[config.mk]
export PLATFORM = sky130hd
export DESIGN_NAME = id_branch_unit_flat
export DESIGN_NICKNAME = d
export VERILOG_FILES = /design/src/rtl/id_branch_unit_pkg.sv /design/src/rtl/id_branch_unit_if.sv /design/src/rtl/id_branch_unit_scoreboard.sv /design/src/rtl/id_branch_unit.sv /design/src/flat_wrapper.sv
export SDC_FILE = /design/constraint.sdc
export NUM_CORES = 1
export LEC_CHECK = 0
export ABC_AREA = 0
export CAP_MARGIN = 5
export CORE_MARGIN = 5
export CORE_UTILIZATION = 39
export CTS_CLUSTER_DIAMETER = 80
export CTS_CLUSTER_SIZE = 8
export DETAILED_ROUTE_END_ITERATION = 16
export PLACE_DENSITY_LB_ADDON = 0.05
export SLEW_MARGIN = 20
export SYNTH_ARGS = -nofsm -noshare
export SYNTH_HDL_FRONTEND = slang
export SYNTH_SLANG_ARGS = --single-unit
[constraint.sdc]
create_clock -name clock -period 3.7 [get_ports clock]
set_input_delay 0.74 -clock clock [delete_from_list [all_inputs] [get_ports clock]]
set_output_delay 0.74 -clock clock [all_outputs]
set_load 0.1 [all_outputs]
[src/rtl/id_branch_unit_pkg.sv]
// Shared decode constants and helpers for the ID-stage branch unit.
// Covers MIPS opcode/funct values, Fetch PC-select encodings and destination selection.
package id_branch_unit_pkg;

    localparam int XLEN = 32;
    localparam int NREG = 32;
    localparam logic [31:0] EXC_VECTOR = 32'h0000_0040;

    localparam logic [5:0] OP_SPECIAL = 6'b000000;
    localparam logic [5:0] OP_J       = 6'b000010;
    localparam logic [5:0] OP_JAL     = 6'b000011;
    localparam logic [5:0] OP_BEQ     = 6'b000100;
    localparam logic [5:0] OP_BNE     = 6'b000101;
    localparam logic [5:0] FN_JR      = 6'b001000;
    localparam logic [5:0] FN_SYSCALL = 6'b001100;

    localparam logic [1:0] PCTYPE_BRANCH = 2'b00;
    localparam logic [1:0] PCTYPE_REG    = 2'b01;
    localparam logic [1:0] PCTYPE_INDEX  = 2'b10;
    localparam logic [1:0] PCTYPE_EXC    = 2'b11;

    typedef struct packed {
        logic       valid;
        logic [4:0] addr;
    } dest_t;

    // Register an instruction will write; r0 is never reported as pending.
    function automatic dest_t dest_sel(input logic [31:0] instr);
        dest_t      d;
        logic [5:0] op;
        logic [5:0] fn;
        op      = instr[31:26];
        fn      = instr[5:0];
        d.valid = 1'b0;
        d.addr  = 5'd0;
        if (op == OP_SPECIAL) begin
            if ((fn != FN_JR) && (fn != FN_SYSCALL)) begin
                d.valid = 1'b1;
                d.addr  = instr[15:11];
            end else begin
                d.valid = 1'b0;
            end
        end else if ((op[5:3] == 3'b001) || (op[5:3] == 3'b100)) begin
            d.valid = 1'b1;
            d.addr  = instr[20:16];
        end else if (op == OP_JAL) begin
            d.valid = 1'b1;
            d.addr  = 5'd31;
        end else begin
            d.valid = 1'b0;
        end
        if (d.addr == 5'd0) begin
            d.valid = 1'b0;
        end else begin
            d.valid = d.valid;
        end
        return d;
    endfunction

endpackage

[src/rtl/id_branch_unit_if.sv]
// IF/ID, regfile, Issue and writeback signals seen by the ID branch unit.
interface id_branch_unit_if;
    import id_branch_unit_pkg::*;

    logic [XLEN-1:0] if_id_instruc;
    logic [XLEN-1:0] if_id_nextpc;
    logic            id_stall;
    logic            id_if_selpcsource;
    logic [1:0]      id_if_selpctype;
    logic [XLEN-1:0] id_if_rega;
    logic [XLEN-1:0] id_if_pcimd2ext;
    logic [XLEN-1:0] id_if_pcindex;
    logic [4:0]      id_rs_addr;
    logic [4:0]      id_rt_addr;
    logic [XLEN-1:0] rf_rs_data;
    logic [XLEN-1:0] rf_rt_data;
    logic            iss_stall;
    logic            wb_en;
    logic [4:0]      wb_reg;
    logic            id_iss_valid;
    logic [XLEN-1:0] id_iss_instruc;
    logic [XLEN-1:0] id_iss_nextpc;

    modport master (
        output if_id_instruc, if_id_nextpc, rf_rs_data, rf_rt_data,
               iss_stall, wb_en, wb_reg,
        input  id_stall, id_if_selpcsource, id_if_selpctype, id_if_rega,
               id_if_pcimd2ext, id_if_pcindex, id_rs_addr, id_rt_addr,
               id_iss_valid, id_iss_instruc, id_iss_nextpc
    );

    modport slave (
        input  if_id_instruc, if_id_nextpc, rf_rs_data, rf_rt_data,
               iss_stall, wb_en, wb_reg,
        output id_stall, id_if_selpcsource, id_if_selpctype, id_if_rega,
               id_if_pcimd2ext, id_if_pcindex, id_rs_addr, id_rt_addr,
               id_iss_valid, id_iss_instruc, id_iss_nextpc
    );

endinterface

[src/rtl/id_branch_unit_scoreboard.sv]
// Register-pending vector: set on issue, cleared on writeback, read on two ports.
module id_scoreboard
    import id_branch_unit_pkg::*;
(
    input  logic       clock,
    input  logic       reset,
    input  logic       set_en,
    input  logic [4:0] set_addr,
    input  logic       clr_en,
    input  logic [4:0] clr_addr,
    input  logic [4:0] rs_addr,
    input  logic [4:0] rt_addr,
    output logic       rs_pend,
    output logic       rt_pend
);

    logic [NREG-1:0] sb_r;
    logic [NREG-1:0] sb_next_s;

    // Next pending vector: clear first so a same-register set wins.
    always_comb begin
        sb_next_s = sb_r;
        if (clr_en) begin
            sb_next_s[clr_addr] = 1'b0;
        end else begin
            sb_next_s = sb_next_s;
        end
        if (set_en) begin
            sb_next_s[set_addr] = 1'b1;
        end else begin
            sb_next_s = sb_next_s;
        end
        sb_next_s[0] = 1'b0;
    end

    // Pending-state register.
    always_ff @(posedge clock) begin
        if (reset) begin
            sb_r <= {NREG{1'b0}};
        end else begin
            sb_r <= sb_next_s;
        end
    end

    assign rs_pend = sb_r[rs_addr];
    assign rt_pend = sb_r[rt_addr];

endmodule

[src/rtl/id_branch_unit.sv]
// ID-stage control-flow resolution: redirects Fetch, tracks operand hazards,
// and registers non-squashed instructions toward Issue.
module id_branch_unit
    import id_branch_unit_pkg::*;
(
    input  logic             clock,
    input  logic             reset,
    id_branch_unit_if.slave  bus
);

    logic [31:0] instr_s;
    logic [31:0] nextpc_s;
    logic [5:0]  op_s;
    logic [5:0]  funct_s;
    logic        is_j_s, is_jal_s, is_beq_s, is_bne_s, is_jr_s, is_sys_s;
    logic        is_br_s;
    logic        rs_pend_s, rt_pend_s;
    logic        haz_s, stall_s, eq_s, redirect_s, issue_s;
    logic [1:0]  pctype_s;
    dest_t       dest_s;

    logic        squash_r;
    logic        iss_valid_r;
    logic [31:0] iss_instruc_r;
    logic [31:0] iss_nextpc_r;

    assign instr_s  = bus.if_id_instruc;
    assign nextpc_s = bus.if_id_nextpc;
    assign op_s     = instr_s[31:26];
    assign funct_s  = instr_s[5:0];

    assign is_j_s   = (op_s == OP_J);
    assign is_jal_s = (op_s == OP_JAL);
    assign is_beq_s = (op_s == OP_BEQ);
    assign is_bne_s = (op_s == OP_BNE);
    assign is_jr_s  = (op_s == OP_SPECIAL) && (funct_s == FN_JR);
    assign is_sys_s = (op_s == OP_SPECIAL) && (funct_s == FN_SYSCALL);
    assign is_br_s  = is_beq_s | is_bne_s;

    assign dest_s = dest_sel(instr_s);

    id_scoreboard u_sb (
        .clock    (clock),
        .reset    (reset),
        .set_en   (issue_s & dest_s.valid),
        .set_addr (dest_s.addr),
        .clr_en   (bus.wb_en),
        .clr_addr (bus.wb_reg),
        .rs_addr  (instr_s[25:21]),
        .rt_addr  (instr_s[20:16]),
        .rs_pend  (rs_pend_s),
        .rt_pend  (rt_pend_s)
    );

    // The squashed wrong-path word can neither stall nor redirect.
    assign haz_s      = !squash_r & (((is_br_s | is_jr_s) & rs_pend_s) | (is_br_s & rt_pend_s));
    assign stall_s    = bus.iss_stall | haz_s;
    assign eq_s       = (bus.rf_rs_data == bus.rf_rt_data);
    assign redirect_s = !squash_r & !stall_s &
                        (is_j_s | is_jal_s | is_jr_s | is_sys_s |
                         (is_beq_s & eq_s) | (is_bne_s & !eq_s));
    assign issue_s    = !bus.iss_stall & !squash_r & !haz_s;

    // PC-select type from the decoded control instruction.
    always_comb begin
        pctype_s = PCTYPE_BRANCH;
        case (op_s)
            OP_J, OP_JAL: pctype_s = PCTYPE_INDEX;
            OP_SPECIAL: begin
                if (is_jr_s) begin
                    pctype_s = PCTYPE_REG;
                end else if (is_sys_s) begin
                    pctype_s = PCTYPE_EXC;
                end else begin
                    pctype_s = PCTYPE_BRANCH;
                end
            end
            default: pctype_s = PCTYPE_BRANCH;
        endcase
    end

    // Squash the word following any redirect, for exactly one cycle.
    always_ff @(posedge clock) begin
        if (reset) begin
            squash_r <= 1'b0;
        end else begin
            squash_r <= redirect_s;
        end
    end

    // Issue register, held while Issue back-pressures.
    always_ff @(posedge clock) begin
        if (reset) begin
            iss_valid_r   <= 1'b0;
            iss_instruc_r <= 32'h0000_0000;
            iss_nextpc_r  <= 32'h0000_0000;
        end else if (bus.iss_stall) begin
            iss_valid_r   <= iss_valid_r;
            iss_instruc_r <= iss_instruc_r;
            iss_nextpc_r  <= iss_nextpc_r;
        end else begin
            iss_valid_r   <= !squash_r & !haz_s;
            iss_instruc_r <= instr_s;
            iss_nextpc_r  <= nextpc_s;
        end
    end

    assign bus.id_stall          = stall_s;
    assign bus.id_if_selpcsource = redirect_s;
    assign bus.id_if_selpctype   = pctype_s;
    assign bus.id_if_rega        = bus.rf_rs_data;
    assign bus.id_if_pcimd2ext   = nextpc_s + {{14{instr_s[15]}}, instr_s[15:0], 2'b00};
    assign bus.id_if_pcindex     = {nextpc_s[31:28], instr_s[25:0], 2'b00};
    assign bus.id_rs_addr        = instr_s[25:21];
    assign bus.id_rt_addr        = instr_s[20:16];
    assign bus.id_iss_valid      = iss_valid_r;
    assign bus.id_iss_instruc    = iss_instruc_r;
    assign bus.id_iss_nextpc     = iss_nextpc_r;

endmodule

[src/flat_wrapper.sv]
// flat-port wrapper written by rule: the top's interface ports become plain ports
module id_branch_unit_flat import id_branch_unit_pkg::*;
  (clock, reset, bus_if_id_instruc, bus_if_id_nextpc, bus_rf_rs_data, bus_rf_rt_data, bus_iss_stall, bus_wb_en, bus_wb_reg, bus_id_stall, bus_id_if_selpcsource, bus_id_if_selpctype, bus_id_if_rega, bus_id_if_pcimd2ext, bus_id_if_pcindex, bus_id_rs_addr, bus_id_rt_addr, bus_id_iss_valid, bus_id_iss_instruc, bus_id_iss_nextpc);
  id_branch_unit_if bus_i ();
  input  logic clock;
  input  logic reset;
  input wire logic [$bits(bus_i.if_id_instruc)-1:0] bus_if_id_instruc;
  input wire logic [$bits(bus_i.if_id_nextpc)-1:0] bus_if_id_nextpc;
  input wire logic [$bits(bus_i.rf_rs_data)-1:0] bus_rf_rs_data;
  input wire logic [$bits(bus_i.rf_rt_data)-1:0] bus_rf_rt_data;
  input wire logic [$bits(bus_i.iss_stall)-1:0] bus_iss_stall;
  input wire logic [$bits(bus_i.wb_en)-1:0] bus_wb_en;
  input wire logic [$bits(bus_i.wb_reg)-1:0] bus_wb_reg;
  output wire logic [$bits(bus_i.id_stall)-1:0] bus_id_stall;
  output wire logic [$bits(bus_i.id_if_selpcsource)-1:0] bus_id_if_selpcsource;
  output wire logic [$bits(bus_i.id_if_selpctype)-1:0] bus_id_if_selpctype;
  output wire logic [$bits(bus_i.id_if_rega)-1:0] bus_id_if_rega;
  output wire logic [$bits(bus_i.id_if_pcimd2ext)-1:0] bus_id_if_pcimd2ext;
  output wire logic [$bits(bus_i.id_if_pcindex)-1:0] bus_id_if_pcindex;
  output wire logic [$bits(bus_i.id_rs_addr)-1:0] bus_id_rs_addr;
  output wire logic [$bits(bus_i.id_rt_addr)-1:0] bus_id_rt_addr;
  output wire logic [$bits(bus_i.id_iss_valid)-1:0] bus_id_iss_valid;
  output wire logic [$bits(bus_i.id_iss_instruc)-1:0] bus_id_iss_instruc;
  output wire logic [$bits(bus_i.id_iss_nextpc)-1:0] bus_id_iss_nextpc;
  assign bus_i.if_id_instruc = bus_if_id_instruc;
  assign bus_i.if_id_nextpc = bus_if_id_nextpc;
  assign bus_i.rf_rs_data = bus_rf_rs_data;
  assign bus_i.rf_rt_data = bus_rf_rt_data;
  assign bus_i.iss_stall = bus_iss_stall;
  assign bus_i.wb_en = bus_wb_en;
  assign bus_i.wb_reg = bus_wb_reg;
  assign bus_id_stall = bus_i.id_stall;
  assign bus_id_if_selpcsource = bus_i.id_if_selpcsource;
  assign bus_id_if_selpctype = bus_i.id_if_selpctype;
  assign bus_id_if_rega = bus_i.id_if_rega;
  assign bus_id_if_pcimd2ext = bus_i.id_if_pcimd2ext;
  assign bus_id_if_pcindex = bus_i.id_if_pcindex;
  assign bus_id_rs_addr = bus_i.id_rs_addr;
  assign bus_id_rt_addr = bus_i.id_rt_addr;
  assign bus_id_iss_valid = bus_i.id_iss_valid;
  assign bus_id_iss_instruc = bus_i.id_iss_instruc;
  assign bus_id_iss_nextpc = bus_i.id_iss_nextpc;
  id_branch_unit u_core (.clock(clock), .reset(reset), .bus(bus_i));
endmodule
# Yosys cells after proc, flatten, opt, wreduce, memory -nomap -nowiden
# Cells that the tools add are included.
word_totals:
  ff_bits: 98
  input_bits: 137
  out_inout_bits: 175
  elab_cells: 81
classes:
  n_addsub: 1
  n_lt_le_gt_ge: 6
  eq_ne: 11
  muxes: 20
  bitwise: 23
  reduce_logical: 14
op_table:
  columns: ["operator", "count"]
  rows:
  - ["32-bit two-way mux", 2]
  - ["32-bit adder", 1]
  - ["32-bit bitwise AND", 1]
  - ["32-bit equality test", 1]
  - ["32-bit NOT", 1]
  - ["32-bit OR", 1]
  - ["5-bit by 6-bit < comparator with 1-bit output, second input constant", 4]
  - ["6-bit by 2-bit equality test with 1-bit output, second input constant", 2]
  - ["6-bit by 3-bit equality test with 1-bit output, second input constant", 2]
  - ["6-bit by 4-bit equality test with 1-bit output, second input constant", 2]
  - ["6-bit two-way mux", 2]
  - ["6-bit by 4-bit inequality test with 1-bit output, second input constant", 2]
  - ["1-bit bitwise AND", 11]
  - ["1-bit binary-select mux with 5-bit select", 2]
  - ["1-bit demux with 5-bit select", 2]
  - ["5-bit by 1-bit greater-or-equal comparator with 1-bit output, second input constant", 2]
  - ["5-bit two-way mux", 2]
  - ["1-bit OR", 9]
  - ["1-bit two-way mux", 7]
  - ["6-bit logical NOT", 1]
  - ["1-bit logical AND", 5]
  - ["1-bit logical NOT", 5]
  - ["5-bit logical NOT", 1]
  - ["2-bit two-way mux", 2]
  - ["other kinds (5)", 5]

# Logic depth before layout (Yosys ltp)
logic_depth:
  depth_word: 10
  ltp_mapped: 11
  ltp_nobuf: 11

# By module
# Synthesis repeated with hierarchy kept, for this count alone.
hier_totals:
  cells_unflattened: 845
  area_unflattened_um2: 6940.4
modules_own_cells:
  columns: ["mod", "instances", "cells_each", "area_per_inst_um2", "seq_area_each_um2"]
  rows:
  - ["id_branch_unit", 1, 616, 5113.7, 1321.3]
  - ["id_scoreboard", 1, 229, 1826.8, 620.6]

# Worst setup path after synthesis
# OpenSTA, ideal clock, no wires.
synth_path:
  path_type: "in2out"
  start: "in bus_if_id_nextpc[2]"
  end: "out bus_id_if_pcimd2ext[20]"
  t_arrival_ns: 5.930
  required_time_ns: 2.960
  slack_ns: -2.970
  path_stages: 11
  cell_sequence: "ha_1 > inv_1 > fa_1 > nor2b_1 > o21ai_0 > o22ai_1 > a311oi_1 > o31ai_1 > a21o_1 > a21oi_1 > o311ai_0"
synth_via:
  elab_chain_len: 1
synth_lines:
  columns: ["element", "line_no", "text"]
  rows:
  - ["start: declaration", "flat_wrapper.sv:8", "input wire logic [$bits(bus_i.if_id_nextpc)-1:0] bus_if_id_nextpc;"]
  - ["32-bit adder", "id_branch_unit.sv:112", "assign bus.id_if_pcimd2ext = nextpc_s + {{14{instr_s[15]}}, instr_s[15:0], 2'b00};"]
  - ["end: declaration", "flat_wrapper.sv:18", "output wire logic [$bits(bus_i.id_if_pcimd2ext)-1:0] bus_id_if_pcimd2ext;"]
# No other way between the ends.

# Worst setup path after layout
layout_path:
  start: "in bus_if_id_instruc[8]"
  end: "out bus_id_if_pcimd2ext[20]"
layout_via:
  elab_chain_len: 1
layout_lines:
  columns: ["element", "line_no", "text"]
  rows:
  - ["start: declaration", "flat_wrapper.sv:7", "input wire logic [$bits(bus_i.if_id_instruc)-1:0] bus_if_id_instruc;"]
  - ["32-bit adder", "id_branch_unit.sv:112", null]
# No other way between the ends.

==> results.tsv <==
stage	metric	value	unit
outcome	run_status	finished, violations left	
outcome	violations	setup timing	
timing	setup_violations	7	
global_routing	grt_pass1_vias	7248	
layout	fillers	1334	
cts	root_buffer	clkbuf_16	
timing	skew	0.007176	ns
placement	dp_hpwl	21.05	mm
worst_setup_path	cpMostUsedCell	a21o_1	
route	route.detailed.drc	0	
worst_setup_path	crit_family	compound AO/OA/AOI/OAI gates	
global_routing	grtUsageTotal	24.90	%
worst_setup_path	path_cells	buf_6 -> ha_4 -> a21o_1 -> a21o_1 -> o21bai_4 -> a311oi_4 -> buf_6 -> o31ai_4 -> a21o_1 -> a2111o_1 -> o311ai_4 -> buf_12	
route	wl_per_cell	19.03	um
timing	slew_headroom	29.05	%
worst_setup_path	crit_buf_inv	3	
cts	hold_buffers	0	
synth	synth_area_leaders	dfxtp_1 (28%), mux2i_1 (11%), buf_4 (8.4%)	
synth	yosysSeqAreaShare	27.98	%
floorplan	io_pins	312	
pwr	ir_drop	0.0002640	V
synth	synth_top_area_cell	dfxtp_1	
cts	clk_pin_slew	0.07	ns
synth	synth_warnings	0	
synth	synth_compound_gate_area_share	12.95	%
layout	nets	1354	
floorplan	chipHeight	143.4	um
worst_setup_path	required	2.96	ns
placement	gp_congestion	0.8962	
cts	clock-sinks	97	
layout	drive_gt1_share	37.67	%
worst_setup_path	crit_path_start_kind	primary input	
pwr	power_density	398.6	nW/um2
route	viasPerCell	5.100	
worst_setup_path	worst_ep_arrival_time	3.28	ns
synth	synth_top_area_share	27.98	%
synth	synthAdderAreaFrac	5.517	%
layout	area_growth	76.18	%
placement	post-place-cells	1378	
timing	worstMarginPinSlew	1.061	ns
floorplan	die_area	20560	um2
synth	yosysUniqueCellTypes	62	
synth	async_flop_share	0	%
floorplan	core	17360	um2
layout	finalNonFillerCells	1417	
flow_run	maxCapViolCount	0	
cts	numCtsBuffers	9	
placement	post-place-ws	-1.003	ns
global_routing	grt_pass1_wl	40.39	mm
cts	clock_latency	0.36	ns
floorplan	rows	48	
timing	hold_viol_final	0	
synth	syn_inst	798	
cts	htree_levels	3	
timing	drv_slew	0	
floorplan	initial_core_util	39.98	%
cts	cts_tree	yes	
global_routing	grt_antenna_before_repair	0	
synth	syn_avg_cell_area	8.696	um2
worst_setup_path	cp-end-kind	primary output	
timing	fin_ws	-0.3250	ns
route	vias	7227	
timing	fin_hold_ws	0.4930	ns
cts	clk_path_buf_depth	2	
floorplan	fp.dieW	143.4	um
synth	synth_xor_area_share	7.194	%
synth	synth_seq_cells	97	
synth	synth_top_family_by_area	simple AND/OR/NAND/NOR gates	
placement	numPortBuffers	309	
timing	fin_crit_sh	108.8	%
route	firstDrtPassIters	5	
synth	yosys_most_used_dff	dfxtp_1	
route	antenna_left	0	
synth	yosys.area_share.simple	17.85	%
route	drt-total-wl	26.97	mm
worst_setup_path	critPathSlowestCell	a2111o_1	
timing	fmax	248.5	MHz
timing	period_needed	4.025	ns
synth	synth_edf_count	0	
synth	netlist_area	6939	um2
synth	synth.area.mux_share	16.91	%
worst_setup_path	reg2reg_slack	0.92	ns
global_routing	grt_overflow	0	
worst_setup_path	slowest_delay	0.45	ns
pwr	p_leak	5.359	nW
timing	rsz0062_at_grt	true	
worst_setup_path	path_class	primary input to primary output	
layout	n_antenna_cell	0	
route	dr.first_iter.drc_count	368	
worst_setup_path	cp_max_fo	3	
global_routing	grt_max_degree	70	
worst_hold_path	hold_class	flip-flop to flip-flop	
[cell type report]
type	count	area, um2	area share (%)
Multi-Input combinational cell	577	5070	41.47
Timing Repair Buffer	482	4551	37.22
Sequential cell	97	1942	15.88
Tap cell	225	281.5	2.303
Clock buffer	11	242.7	1.985
Inverter	20	75.07	0.6141
Clock inverter	5	63.81	0.5220
[stage by stage]
step / area, um2 / utilization, % / power [mW] / TNS (ns)
after detailed placement: 11250 / 64.80 / 3.768 / -16.62
after global placement: 11250 / 64.80 / 3.761 / -16.39
final: 12230 / 70.44 / 4.873 / -0.9164
after global routing: 12230 / 70.44 / 5.046 / -1.586
after CTS: 12030 / 69.28 / 4.839 / -1.455
after floorplan: 7315 / - / 2.865 / -2.293
[sequential cells by signal, indices dropped and copies added (netlist names)]
name                       cells
u_core.bus.id_iss_nextpc      32
u_core.bus.id_iss_valid        1
u_core.bus.id_iss_instruc     32
u_core.squash_r                1
u_core.u_sb.sb_r              31
[where the power goes]
part / internal, mW / switching, mW / leakage (nW)
clock network: 0.549 / 0.441 / 0.146
registers: 1.09 / 0.0250 / 0.795
logic: 0.991 / 1.78 / 4.42
[metal layers]
| layer | vias to the layer above | part of all wire, % | GRT usage, % | wire length [um] |
|---|---|---|---|---|
| met4 | 0 | 1.3 | 4.460 | 363 |
| met2 | 224 | 49 | 42.60 | 13210 |
| met5 | - | 0 | 0 | 0 |
| met1 | 3442 | 43 | 33.78 | 11640 |
| met3 | 28 | 6.5 | 3.794 | 1751 |
| li1 | 3533 | - | - | - |
[cells in the final DEF, fill, tap and decap left out, drive strengths merged, types with 27 or more instances in the layout]
| cell type | Yosys | layout |
|---|---|---|
| nand2 | 43 | 43 |
| xor2 | 38 | 38 |
| a21oi | 37 | 37 |
| clkdlybuf4s50 | 0 | 156 |
| buf | 88 | 298 |
| ha | 29 | 29 |
| o21ai | 63 | 63 |
| mux2i | 76 | 76 |
| nor2 | 96 | 96 |
| dfxtp | 97 | 97 |
| clkbuf | 17 | 27 |
[worst paths after layout]
kind | start | end | cells past startpoint
max | bus_if_id_instruc[8] | bus_id_if_pcimd2ext[20] | 12
min | u_core.bus.id_iss_instruc[10] | u_core.bus.id_iss_instruc[10] | 2
max reg2reg | u_core.u_sb.sb_r[13] | u_core.u_sb.sb_r[13] | 9
min reg2reg | u_core.bus.id_iss_instruc[10] | u_core.bus.id_iss_instruc[10] | 2
[synth_stat cells (2+ instances only)]
cell type,instances
dfxtp_1,97
nor2_1,96
buf_4,78
mux2i_1,76
o21ai_0,54
nand2_1,43
xor2_1,38
a21oi_1,37
ha_1,29
inv_1,20
nand3b_1,19
xnor2_1,19
nor2b_1,17
clkbuf_1,15
mux4_1,14
a21o_1,12
nand3_1,12
nor3_1,11
nor4_1,9
nand2b_1,6
o21bai_1,6
buf_1,5
nor3b_1,5
o211ai_1,5
o21ai_1,5
o31ai_1,5
and2b_2,4
nand4_1,4
o21ai_2,4
a211oi_1,3
and2_1,3
and3_1,3
buf_2,3
o21a_1,3
or3_1,3
a31oi_1,2
buf_6,2
clkbuf_8,2
mux4_2,2
o211a_1,2
o22ai_1,2
or2_2,2
or4_1,2
[cell families (layout without fill, tap and decap cells)]
group                    after synthesis  after routing
buffers and inverters                125            518
AO/OA/AOI/OAI                        149            149
adder cells (fa/ha/maj)               30             30
multiplexers                          92             92
flip-flops                            97             97
other                                  1              2
XOR/XNOR                              57             57
AND/OR/NAND/NOR                      247            247
[tightest hold or removal path, delay by kind of cell (launching register included)]
family           cells  cell delay (ns)
flip-flops           1             0.33
AND/OR/NAND/NOR      1             0.07
multiplexers         1             0.07
[what timing repair did]
item / 4_1_cts / 5_1_grt
resized for setup: 163 / 90
endpoints found under the setup margin: 25 / 16
pin swaps: 47 / 59
buffers inserted: 18 / 12
Note: power is estimated with default switching activity, not from simulation.
